[src/rtl/rv_trace_pkg.sv]
// rv_trace_pkg: shared types and helpers for the rv_trace_buffer instruction-trace monitor.
// Revision: 1.0
`default_nettype none

package rv_trace_pkg;

  typedef enum logic [1:0] {
    IDLE   = 2'd0,
    ARMED  = 2'd1,
    POST   = 2'd2,
    FROZEN = 2'd3
  } trace_state_t;

  // Entry layout at the default 32-bit widths; the RTL packs the same field order generically.
  typedef struct packed {
    logic [31:0] cycle;
    logic [31:0] pc;
    logic [31:0] instr;
  } trace_entry_t;

  function automatic int ptr_width(input int depth);
    return (depth > 1) ? $clog2(depth) : 1;
  endfunction

endpackage

`default_nettype wire

[src/rtl/rv_trace_ram.sv]
// rv_trace_ram: DEPTH x WIDTH trace storage, one synchronous write port, one combinational read port.
// Revision: 1.0
`default_nettype none

module rv_trace_ram
  import rv_trace_pkg::*;
#(
  parameter int DEPTH = 16,
  parameter int WIDTH = 96
) (
  input  logic                        clk,
  input  logic                        we,
  input  logic [ptr_width(DEPTH)-1:0] waddr,
  input  logic [WIDTH-1:0]            wdata,
  input  logic [ptr_width(DEPTH)-1:0] raddr,
  output logic [WIDTH-1:0]            rdata
);

  logic [WIDTH-1:0] mem [DEPTH];

  always_ff @(posedge clk) begin
    if (we) begin
      mem[waddr] <= wdata;
    end
  end

  assign rdata = mem[raddr];

endmodule

`default_nettype wire

[src/rtl/rv_trace_buffer.sv]
// rv_trace_buffer: PC-triggered circular trace capture of retired instructions, drained oldest-first.
// Optional opcode filter enabled by macro RV_TRACE_OPCODE_FILTER_EN. Revision: 1.0
`default_nettype none

module rv_trace_buffer
  import rv_trace_pkg::*;
#(
  parameter int XLEN      = 32,
  parameter int ILEN      = 32,
  parameter int DEPTH     = 16,
  parameter int CYC_W     = 32,
  parameter int POST_TRIG = 8
) (
  input  logic                     clk,
  input  logic                     rst,
  input  logic                     trc_valid,
  input  logic [XLEN-1:0]          trc_pc,
  input  logic [ILEN-1:0]          trc_instr,
  input  logic                     arm,
  input  logic                     trig_en,
  input  logic [XLEN-1:0]          trig_pc,
`ifdef RV_TRACE_OPCODE_FILTER_EN
  input  logic                     flt_en,
  input  logic [6:0]               flt_opcode,
`endif
  output logic                     rd_valid,
  input  logic                     rd_ready,
  output logic [XLEN-1:0]          rd_pc,
  output logic [ILEN-1:0]          rd_instr,
  output logic [CYC_W-1:0]         rd_cycle,
  output logic [1:0]               state,
  output logic [$clog2(DEPTH):0]   count
);

  localparam int              PW        = ptr_width(DEPTH);
  localparam int              EW        = CYC_W + XLEN + ILEN;
  localparam logic [PW:0]     FULL      = (PW+1)'(DEPTH);
  localparam logic [PW-1:0]   POST_INIT = PW'(POST_TRIG);
  localparam logic [PW-1:0]   POST_LAST = PW'(1);

  trace_state_t   st_q, st_d;
  logic [PW-1:0]  wr_ptr, rd_ptr, post_cnt;
  logic [PW:0]    cnt;
  logic [CYC_W-1:0] cyc;
  logic           eligible, capturing, trig_hit, pop;
  logic [EW-1:0]  rd_entry;

`ifdef RV_TRACE_OPCODE_FILTER_EN
  assign eligible = !flt_en || (trc_instr[6:0] == flt_opcode);
`else
  assign eligible = 1'b1;
`endif

  // arm takes priority: an instruction retiring in the arm cycle is dropped.
  assign capturing = trc_valid && eligible && !arm && (st_q == ARMED || st_q == POST);
  assign trig_hit  = trc_valid && trig_en && !arm && (st_q == ARMED) && (trc_pc == trig_pc);
  assign rd_valid  = (st_q == FROZEN) && (cnt != '0);
  assign pop       = rd_valid && rd_ready && !arm;

  always_ff @(posedge clk or negedge rst) begin
    if (!rst) begin
      st_q <= IDLE;
    end else begin
      st_q <= st_d;
    end
  end

  always_comb begin
    st_d = st_q;
    case (st_q)
      IDLE:   st_d = IDLE;
      ARMED:  if (trig_hit) st_d = (POST_TRIG == 0) ? FROZEN : POST;
      POST:   if (capturing && post_cnt == POST_LAST) st_d = FROZEN;
      FROZEN: if (cnt == '0 || (pop && cnt == (PW+1)'(1))) st_d = IDLE;
      default: st_d = IDLE;
    endcase
    if (arm) st_d = ARMED;
  end

  always_ff @(posedge clk or negedge rst) begin
    if (!rst) begin
      cyc      <= '0;
      wr_ptr   <= '0;
      rd_ptr   <= '0;
      cnt      <= '0;
      post_cnt <= '0;
    end else begin
      cyc <= cyc + 1'b1;
      if (arm || st_q == IDLE) begin
        wr_ptr <= '0;
        rd_ptr <= '0;
        cnt    <= '0;
      end else if (capturing) begin
        wr_ptr <= wr_ptr + 1'b1;
        // Full buffer: the write overwrites the oldest entry, so the read side slides too.
        if (cnt == FULL) begin
          rd_ptr <= rd_ptr + 1'b1;
        end else begin
          cnt <= cnt + 1'b1;
        end
      end else if (pop) begin
        rd_ptr <= rd_ptr + 1'b1;
        cnt    <= cnt - 1'b1;
      end

      if (arm) begin
        post_cnt <= '0;
      end else if (trig_hit) begin
        post_cnt <= POST_INIT;
      end else if (st_q == POST && capturing) begin
        post_cnt <= post_cnt - 1'b1;
      end
    end
  end

  rv_trace_ram #(
    .DEPTH (DEPTH),
    .WIDTH (EW)
  ) u_ram (
    .clk   (clk),
    .we    (capturing),
    .waddr (wr_ptr),
    .wdata ({cyc, trc_pc, trc_instr}),
    .raddr (rd_ptr),
    .rdata (rd_entry)
  );

  assign {rd_cycle, rd_pc, rd_instr} = rd_valid ? rd_entry : '0;
  assign state = st_q;
  assign count = cnt;

endmodule

`default_nettype wire
[config.mk]
export PLATFORM = sky130hd
export DESIGN_NAME = rv_trace_buffer
export DESIGN_NICKNAME = d
export VERILOG_FILES = /design/src/rtl/rv_trace_pkg.sv /design/src/rtl/rv_trace_ram.sv /design/src/rtl/rv_trace_buffer.sv
export SDC_FILE = /design/constraint.sdc
export NUM_CORES = 1
export LEC_CHECK = 0
export ABC_CLOCK_PERIOD_IN_PS = 4900
export CAP_MARGIN = 20
export CORE_MARGIN = 2
export CORE_UTILIZATION = 48
export CTS_CLUSTER_DIAMETER = 30
export DETAILED_ROUTE_END_ITERATION = 8
export PLACE_DENSITY = 0.71
export SLEW_MARGIN = 30
export SYNTH_ARGS = -nofsm -noshare
export SYNTH_HDL_FRONTEND = slang
export SYNTH_SLANG_ARGS = --single-unit
[constraint.sdc]
create_clock -name clk -period 4.9 [get_ports clk]
set_input_delay 0.98 -clock clk [delete_from_list [all_inputs] [get_ports clk]]
set_output_delay 0.98 -clock clk [all_outputs]
set_load 0.005 [all_outputs]
==> results.md, run 1 <==
* Status: completed
* Clk root buf: clkbuf_16
* Inst Count DP at 4374
* Worst R2R Start: state[0]
* Per-cell routed wire length at 31.1 um
* # IOs at 206
* Worst-path clk slew at 0.05 ns
* CTS Buf Count at 311
* Final wirelength at 153000 um
* Sw Ratio at 0.233
* Layout fillers at 8271
* Die area at 130000 um^2
* Post-route ant nets at 0
* Global route overflow at 0
* Syn_nets at 2658
* Seq pwr share at 0.368
* Final setup TNS at 0 ns
* Syn Inst Count at 2540
* Total Power at 41.6 mW
* Slew @ Worst Pin at 0.959 ns
* CORE AREA at 126000 um^2
* Synth warn at 0
* Post-synthesis sequential area ratio at 0.775
* CP max FO at 33
* PwrDens at 543 nW/um^2
* Via density at 6.09
* Primary FF master, synth: edfxtp_1
* Final period utilization at 0.983
* Core Util, Final at 0.608
* Total track usage at 0.237
* Nets at 3164
* Crit path capture type: output port
* Kind of critical path: reg2out
* Mapped cell area at 61200 um^2
* Finished Layout Cells at 4931
* Post-synth EDFFs at 1536
* Synth Area in XOR/XNOR at 0.0103
* Post-DP HPWL at 77600 um
* Worst Hold Class: in2async
* Fraction of synthesized area in multiplexers at 0.177
* Placement Cell Area at 66200 um^2
* PnR worst setup slack at 0.0815 ns
* Logic gate share of total power at 0.135
* Initial DRC count at 3259
* Required time of the critical path at 3.92 ns
* CP Launch Point: rd_ptr[0]
* Die width at 361 um
* Fin Clk Skew at 0.0571 ns
* Clock buffer depth at 4
* Crit path arrival time at 3.84 ns
* Vias in the first global route at 31957
* Port Buffers at 205
* Gp weighted congestion at 0.731
* #FFs+latches synth at 1587
* CTS tree: done
* FP Rows at 130
* Storage cell area at 47400 um^2
* Max Cap Viol at 0
* Asr flop ratio synth at 0.0321
* Syn avg cell area at 24.1 um^2
* P&R area growth vs syn at 25.2%
* Leakage power at 25.1 nW
* Clk sink count at 1587
* Count of cell types in the netlist at 41
* Switching power at 9.68 mW
* Setup WS pre-CTS at 0.796 ns
* Simple-gate portion of the synthesized area at 0.0209
* Max Slew Vio Count at 0
* Slew headroom at 0.361
* RSZ-0062 raised after global routing: yes
* Drt pass-1 iters at 7
* Max Fclk at 208 MHz
* Hold Slack at 0.280 ns
* Dominant cells by area after synthesis: edfxtp_1 (75%), mux4_2 (18%), dfrtp_1 (2.1%)
* Synth top cells by count: edfxtp_1 (1536), mux4_2 (480), and2_1 (114)
* Synth Area in Compound Gates at 0.00213
* Post-cts hold buffer count at 0
* Crit path launch type: flop
* First-pass GRT wire length at 222000 um
* Initial core utilization at 0.485
* Post-Layout Inst Area at 76600 um^2
* Pint at 31.9 mW
* VDD IR-drop max at 0.401 mV
* Largest net degree at the start of global routing at 85
* Final setup viols at 0
* Adder-Cell Fraction of Synth Area at 0.00327
* Largest family of logic cells by synthesized area: multiplexers
* Clock power frac at 0.497
* Routed vias at 30033
* Most instantiated library cell after synthesis: edfxtp_1
* Area leader, netlist: edfxtp_1
* Worst skew pair latency at 0.89 ns
* Top-area cell type share of the netlist area at 0.754
* H-tree Lvls at 5
* Fin crit period at 4.82 ns
* Die height at 361 um
* Layout cells sized above 1 at 0.336
* Multi-input logic area at 13100 um^2
* Post-route DRC at 0
* Fin. Hold Viols at 0
* Initial antenna violation count at 8
## cells in the final DEF, fill, tap and decap left out, types with 4 or more instances in the layout
cell type,n
buf_16,4
buf_12,57
xor2_1,18
nand2_1,19
bufinv_16,39
and2_1,97
inv_8,5
clkinv_4,11
nor2_1,30
and3_1,4
nor3_1,7
nand3_1,14
nand4_1,20
clkbuf_1,25
clkinvlp_4,34
buf_4,47
clkinv_2,37
edfxtp_1,1536
clkinv_1,38
ha_1,16
a21oi_1,6
dfrtp_4,4
mux4_2,480
and2_4,17
inv_6,38
clkbuf_16,314
inv_1,14
clkdlybuf4s50_1,201
xnor2_1,54
dfrtp_1,47
## layout make-up
cell class,instances,share of cell area
clock buffer,340,0.104
inverter,14,0.000686
antenna,3,0.0000980
timing repair buffer,314,0.0481
multi-input combinational,818,0.172
tap,1650,0.0269
clock inverter,205,0.0299
sequential,1587,0.619
## critical path, stage by stage, from the launching register on
cell and delay [ns]:
dfrtp_4 0.57, buf_16 0.30, buf_12 0.32, mux4_2 0.55, mux4_2 0.46, and2_1 0.23
clkdlybuf4s50_1 0.48
## sequential cells by signal (all words and copies together) (netlist names)
signal / count
rd_ptr: 4
cyc: 32
u_ram.mem: 1536
post_cnt: 4
wr_ptr: 4
state: 2
count: 5
## power by group through the flow
stage | logic [mW] | clock network [mW] | registers, mW
floorplan | 3.86 | 0 | 15.5
global placement | 5.35 | 0 | 15.6
detailed placement | 5.46 | 0 | 15.6
CTS | 5.67 | 20.9 | 15.3
global route | 5.94 | 21.6 | 15.3
finish | 5.60 | 20.7 | 15.3
## logic make-up (layout without fill, tap and decap cells)
logic type,after synthesis,after routing
and+or+nand+nor,226,228
muxes,483,483
AOI/OAI and AO/OA,19,19
xor gates and xnor gates,72,72
DFF,1587,1587
buffers and inverters,137,873
other,0,3
adders and majority gates,16,16
## worst paths after layout
path | end | slack (ns) | cells past startpoint
setup / recovery | rd_cycle[13] | 0.08 | 6
hold / removal | rd_ptr[3] | 0.28 | 2
setup reg to reg | u_ram.mem[11][28] | 1.83 | 6
hold reg to reg | post_cnt[2] | 0.60 | 2
max in group asynchronous | rd_ptr[1] | 4.00 | 2
min in group clk | post_cnt[2] | 0.60 | 2
## metal layers
| metal | global-route usage | wire, um |
|---|---|---|
| met4 | 0.0783 | 4050 |
| met2 | 0.387 | 77500 |
| met3 | 0.0532 | 11900 |
| met5 | 0 | 40 |
| met1 | 0.319 | 59800 |
## repair_timing
item                                    4_1_cts  5_1_grt
setup buffers                                 6        0
endpoints found under the setup margin       69       28
gates cloned                                  2        1
resized for setup                             2        4
Power figures use the tool's default switching activity.
==> inputs of run 2 (changes only) <==
CORE_UTILIZATION = 35   (was 48)
PLACE_DENSITY = 0.56   (was 0.71)
==> run 2 against run 1 <==
Against the previous run:
- clock skew shrank 0.015 ns
- hold slack lost 0.19 ns
- setup slack gained 0.068 ns
- sequential power is essentially flat
- global-route usage shrank 6.5 points
- die area grew 37%
- register-to-register slack gained 0.06 ns
- critical path type unchanged
==> results.md, run 2 (synthesis gave the netlist of run 1 again) <==
* Crit path launch type: flop (unchanged)
* Seq pwr share at 0.364 (was 0.368)
* Pint at 32.4 mW (was 31.9 mW)
* VDD IR-drop max at 0.425 mV (was 0.401 mV)
* Final setup TNS at 0 ns (unchanged)
* Port Buffers at 205 (unchanged)
* Required time of the critical path at 3.92 ns (about the same)
* Most common cell after layout, fill and taps aside: edfxtp_1 (unchanged)
* Die width at 422 um (was 361 um)
* Post-Layout Inst Area at 77900 um^2 (was 76600 um^2)
* RSZ-0062 raised after global routing: yes (unchanged)
* Nets at 3177 (was 3164)
* Final wirelength at 153000 um (about the same)
* Die area at 178000 um^2 (was 130000 um^2)
* Post-cts hold buffer count at 0 (unchanged)
* Drt pass-1 iters at 5 (was 7)
* FP Rows at 153 (was 130)
* Crit path capture type: output port (unchanged)
* Clock power frac at 0.502 (was 0.497)
* H-tree Lvls at 5 (unchanged)
* Initial antenna violation count at 11 (was 8)
* Switching power at 9.67 mW (was 9.68 mW)
* Sw Ratio at 0.230 (was 0.233)
* Status: completed (unchanged)
* Initial core utilization at 0.352 (was 0.485)
* Vias in the first global route at 31665 (was 31957)
* Clock buffer depth at 4 (unchanged)
* Post-route DRC at 0 (unchanged)
* Gp weighted congestion at 0.731 (about the same)
* Max FFs per register at 1536 (unchanged)
* Worst skew pair latency at 0.90 ns (was 0.89 ns)
* Die height at 422 um (was 361 um)
* Slew headroom at 0.397 (was 0.361)
* Max Fclk at 210 MHz (was 208 MHz)
* Global route overflow at 0 (unchanged)
* Largest net degree at the start of global routing at 73 (was 85)
* Per-cell routed wire length at 27.2 um (was 31.1 um)
* Leakage power at 25.3 nW (was 25.1 nW)
* PwrDens at 540 nW/um^2 (was 543 nW/um^2)
* Placement Cell Area at 67100 um^2 (was 66200 um^2)
* Total Power at 42.1 mW (was 41.6 mW)
* Clk sink count at 1587 (unchanged)
* CORE AREA at 174000 um^2 (was 126000 um^2)
* Final setup viols at 0 (unchanged)
* Crit path arrival time at 3.77 ns (was 3.84 ns)
* Slew @ Worst Pin at 0.905 ns (was 0.959 ns)
* Post-route ant nets at 0 (unchanged)
* R2R cell count at 6 (unchanged)
* Final period utilization at 0.970 (was 0.983)
* Total track usage at 0.172 (was 0.237)
* Initial DRC count at 2648 (was 3259)
* Max Cap Viol at 0 (unchanged)
* Fin. Hold Viols at 0 (unchanged)
* Routed vias at 29023 (was 30033)
* Kind of critical path: reg2out (unchanged)
* Post-DP HPWL at 83100 um (was 77600 um)
* Max Slew Vio Count at 0 (unchanged)
* # IOs at 206 (unchanged)
* First-pass GRT wire length at 221000 um (was 222000 um)
* CP max FO at 24 (was 33)
* Logic gate share of total power at 0.134 (was 0.135)
* Layout cells sized above 1 at 0.342 (was 0.336)
* CTS tree: done (unchanged)
* Worst-path clk slew at 0.05 ns (about the same)
* Most frequent cells in the layout: edfxtp_1 (1536), mux4_2 (480), clkbuf_16 (323) (was edfxtp_1 (1536), mux4_2 (480), clkbuf_16 (314))
* Fin crit period at 4.75 ns (was 4.82 ns)
* Largest Register: u_ram.mem (unchanged)
* Worst Hold Class: in2async (unchanged)
* CTS Buf Count at 317 (was 311)
* Fin Clk Skew at 0.0421 ns (was 0.0571 ns)
* Via density at 5.16 (was 6.09)
* Clk root buf: clkbuf_16 (unchanged)
* P&R area growth vs syn at 27.3% (was 25.2%)
run 2: changes by cell type in the layout (fill, tap and decap cells not counted), moves of 2 or more:
cell        change
clkinv_1        -3
buf_16          +2
inv_6           -3
buf_4           +6
clkbuf_1        -3
clkbuf_16       +9
clkinv_4       +20
inv_8           -4
clkinvlp_4      -5
diode_2         +3
run 2: cell type report:
cell class              count  area (um^2)
fillers                 14462        95900
repair buffers            322         3780
inverters                  14         52.6
well taps                2325         2910
multi-input cells         817        13100
clock buffers             348         8210
diodes                      6         15.0
flip-flops and latches   1587        47400
clock inverters           211         2360
run 2: metal layers:
metal	part of all wire	vias up	global-route usage
met5	0.00015	-	0
met4	0.033	4	0.0673
met3	0.056	300	0.0369
met2	0.51	1008	0.291
met1	0.40	15713	0.216
li1	-	11998	-
run 2: stage by stage:
step / hold WS (ns) / util / instances / worst slack, ns
global route: 0.0801 / 0.448 / 5627 / -0.00899
detailed placement: 0.597 / 0.386 / 5053 / 0.820
finish: 0.0917 / 0.448 / 5630 / 0.149
CTS: 0.228 / 0.448 / 5622 / 0.00935
floorplan: 0.528 / - / 2540 / 0.276
global placement: 0.545 / 0.386 / 5052 / 0.717
run 2: worst paths after layout:
| path | end | slack, ns | startpoint |
|---|---|---|---|
| min in group clk | post_cnt[2] | 0.60 | post_cnt[2] |
| max | rd_pc[5] | 0.15 | rd_ptr[0] |
| min reg2reg | post_cnt[2] | 0.60 | post_cnt[2] |
| max reg2reg | u_ram.mem[8][71] | 1.89 | state[1] |
| max in group asynchronous | cyc[27] | 4.11 | rst |
| min | state[1] | 0.09 | rst |
run 2: power groups by stage:
stage / combinational (mW) / clock, mW / sequential [mW]
floorplan: 3.86 / 0 / 15.5
detailed placement: 5.59 / 0 / 15.6
global placement: 5.51 / 0 / 15.6
finish: 5.65 / 21.1 / 15.3
CTS: 5.79 / 21.5 / 15.3
global route: 6.07 / 22.2 / 15.3
run 2: critical path: stages, from the launching register on:
cell	delay, ns
dfrtp_4	0.58
buf_12	0.28
buf_12	0.27
mux4_2	0.56
mux4_2	0.52
and2_1	0.18
clkdlybuf4s50_1	0.45
run 2: timing repair:
item                                    CTS  global route
gates resized for setup                   6             6
buffers inserted                          8             2
gates cloned                              2             0
endpoints found under the setup margin   70            24
==> edit (config.mk and constraints of run 1) <==
The parameter `CYC_W` goes from 32 to 64.
--- a/src/rtl/rv_trace_buffer.sv
+++ b/src/rtl/rv_trace_buffer.sv
@@ -9,5 +9,5 @@
   parameter int ILEN      = 32,
   parameter int DEPTH     = 16,
-  parameter int CYC_W     = 32,
+  parameter int CYC_W     = 64,
   parameter int POST_TRIG = 8
 ) (
Interface: changed (resized rd_cycle); port bits go from 206 to 238. The function was not compared with the original's and may differ.
==> edit against run 1 <==
- sequential cell count is 544 higher
- critical path type unchanged
- largest power group unchanged
- setup slack got worse by 0.0095 ns
- synthesized area up 34%
- clock skew up 0.017 ns
- total power grew 33%
- clock power up 33%
- critical endpoint is now rd_instr[1]
- final area grew 34%
- routed wire length grew 30%
==> edit: results (changes against run 1) <==
H-tree depth 5 (unchanged); Crit-path slowest cell clkdlybuf4s50_1 (was dfrtp_4); layout cell share with drive strength beyond 1 0.3307 (was 0.3356); drt drc 0 (unchanged); nets@finish 4157 (was 3164); crit-path max cell delay 0.62 ns (was 0.57 ns); # port buffers 237 (was 205); initial antenna violation count 14 (was 8); max_slew headroom 0.4169 (was 0.3607); Design Power 0.05534 W (was 0.04161 W); Seq group 0.0204 W (was 0.0153 W); Critical R2R Launch state[1]$_DFFE_PN0P_ (was state[0]$_DFFE_PN0P_); CTS root buf clkbuf_16 (unchanged); Yosys Warn Count 0 (unchanged); max reg flops 2048 (was 1536); final worst slack 0.07201 ns (was 0.08155 ns); fill count 11340 (was 8271); clock share of power 0.496 (was 0.497); class of the most critical setup path flop to output pin (unchanged); CTS clk-pin slew, worst paths 0.05 ns (about the same); global-route wire length before repair 287100 um (was 222100 um); Hold Slack 0.1358 ns (was 0.2804 ns); vias in the first global route 41570 (was 31960); Async SR Flop Fraction 0.03895 (was 0.03214); vias 39420 (was 30030); number of CTS-inserted buffers 401 (was 311); Mapped Nets 3548 (was 2658); clk_lat worst skew 0.97 ns (was 0.89 ns); top post-synthesis cells by count edfxtp_1, mux4_2, nor2b_1 (was edfxtp_1, mux4_2, and2_1); FF-to-FF End u_ram.mem[0][76]$_DFFE_PP_ (was u_ram.mem[11][28]$_DFFE_PP_); Iter 0 DRT Violations 4267 (was 3259); critical path arrival 3.85 ns (was 3.84 ns); Final HPWL DP 100000 um (was 77620 um); register area share after synthesis 0.7742 (was 0.7750); cells on worst reg2reg path 6 (unchanged); antenna-violating nets left 0 (unchanged); switching part of the total 0.2283 (was 0.2325); hold crit path type input pin to async pin (unchanged); Pre-Repair DR Iteration Count 5 (was 7); crit path to rd_instr[1] (was rd_cycle[13]); maximum vdd drop 0.4425 mV (was 0.4014 mV); Resize count post-CTS 1 (was 2); clk_skew 0.07422 ns (was 0.05713 ns); LEAKAGE 33.59 nW (was 25.07 nW); synth top area cells edfxtp_1, mux4_2, dfrtp_1 (unchanged); Yosys cell types 46 (was 41); Setup Buffers After CTS 5 (was 6); CP Max Fanout 119 (was 33); WL/cell 30.18 um (was 31.10 um); gr usage total 0.2287 (was 0.2370); flop2flop setup slack 1.83 ns (about the same); outcome complete, no violations (unchanged); EDFF count, synth 2048 (was 1536); Placer Congestion 0.7417 (was 0.7308); largest net degree at the start of global routing 120 (was 85); crit path launch rd_ptr[1]$_DFFE_PN0P_ (was rd_ptr[0]$_DFFE_PN0P_); pre-CTS setup slack 0.7153 ns (was 0.7958 ns)
==> edit: cell count changes in the layout (fill, tap and decap cells not counted), sizes merged, moves of 20 or more <==
cell	run 1	this run
edfxtp	1536	2048
mux4	480	640
nor2b	1	129
clkbuf	341	467
and2	116	17
clkinv	89	127
clkdlybuf4s50	201	236
dfrtp	51	83
buf	109	134
xnor2	54	75
bufinv	39	59
==> edit: final cells by class <==
type                       instances  area share
clock buffer                     465      0.1024
tap                             2218     0.02711
timing repair buffer             372     0.04520
sequential                      2131      0.6212
antenna                            7   0.0001711
inverter                          24   0.0008800
multi-input combinational       1109      0.1722
clock inverter                   262     0.03095
==> edit: routing by layer <==
layer / global-route usage / part of all wire / vias up
li1: - / - / 15960
met1: 0.3063 / 0.39 / 21280
met2: 0.3770 / 0.51 / 1802
met3: 0.04232 / 0.067 / 378
met4: 0.08597 / 0.032 / 6
met5: 0 / 0.00013 / -
==> edit: cells by family (layout without fill, tap and decap cells) <==
kind of cell,Yosys count,after routing,synth area share
AO/OA/AOI/OAI,20,20,0.001676
XOR/XNOR,104,104,0.01109
adder cells (fa/ha/maj),16,16,0.002438
buffers and inverters,190,1123,0.01175
flip-flops,2131,2131,0.7742
multiplexers,643,643,0.1759
other,0,7,0
AND/OR/NAND/NOR,326,326,0.02298
==> edit: worst max-delay path, delay by kind of cell, from the launching register on <==
family                 cells  cell delay [ns]
buffers and inverters      2             1.15
muxes                      2             0.59
DFF                        1             0.56
and+or+nand+nor            1             0.53
==> edit: metrics by stage <==
stage / instances / area (um2)
after floorplan: 3430 / 82140
after global placement: 5846 / 88530
after detailed placement: 5847 / 88560
after CTS: 6579 / 102300
after global routing: 6587 / 102400
final: 6588 / 102400
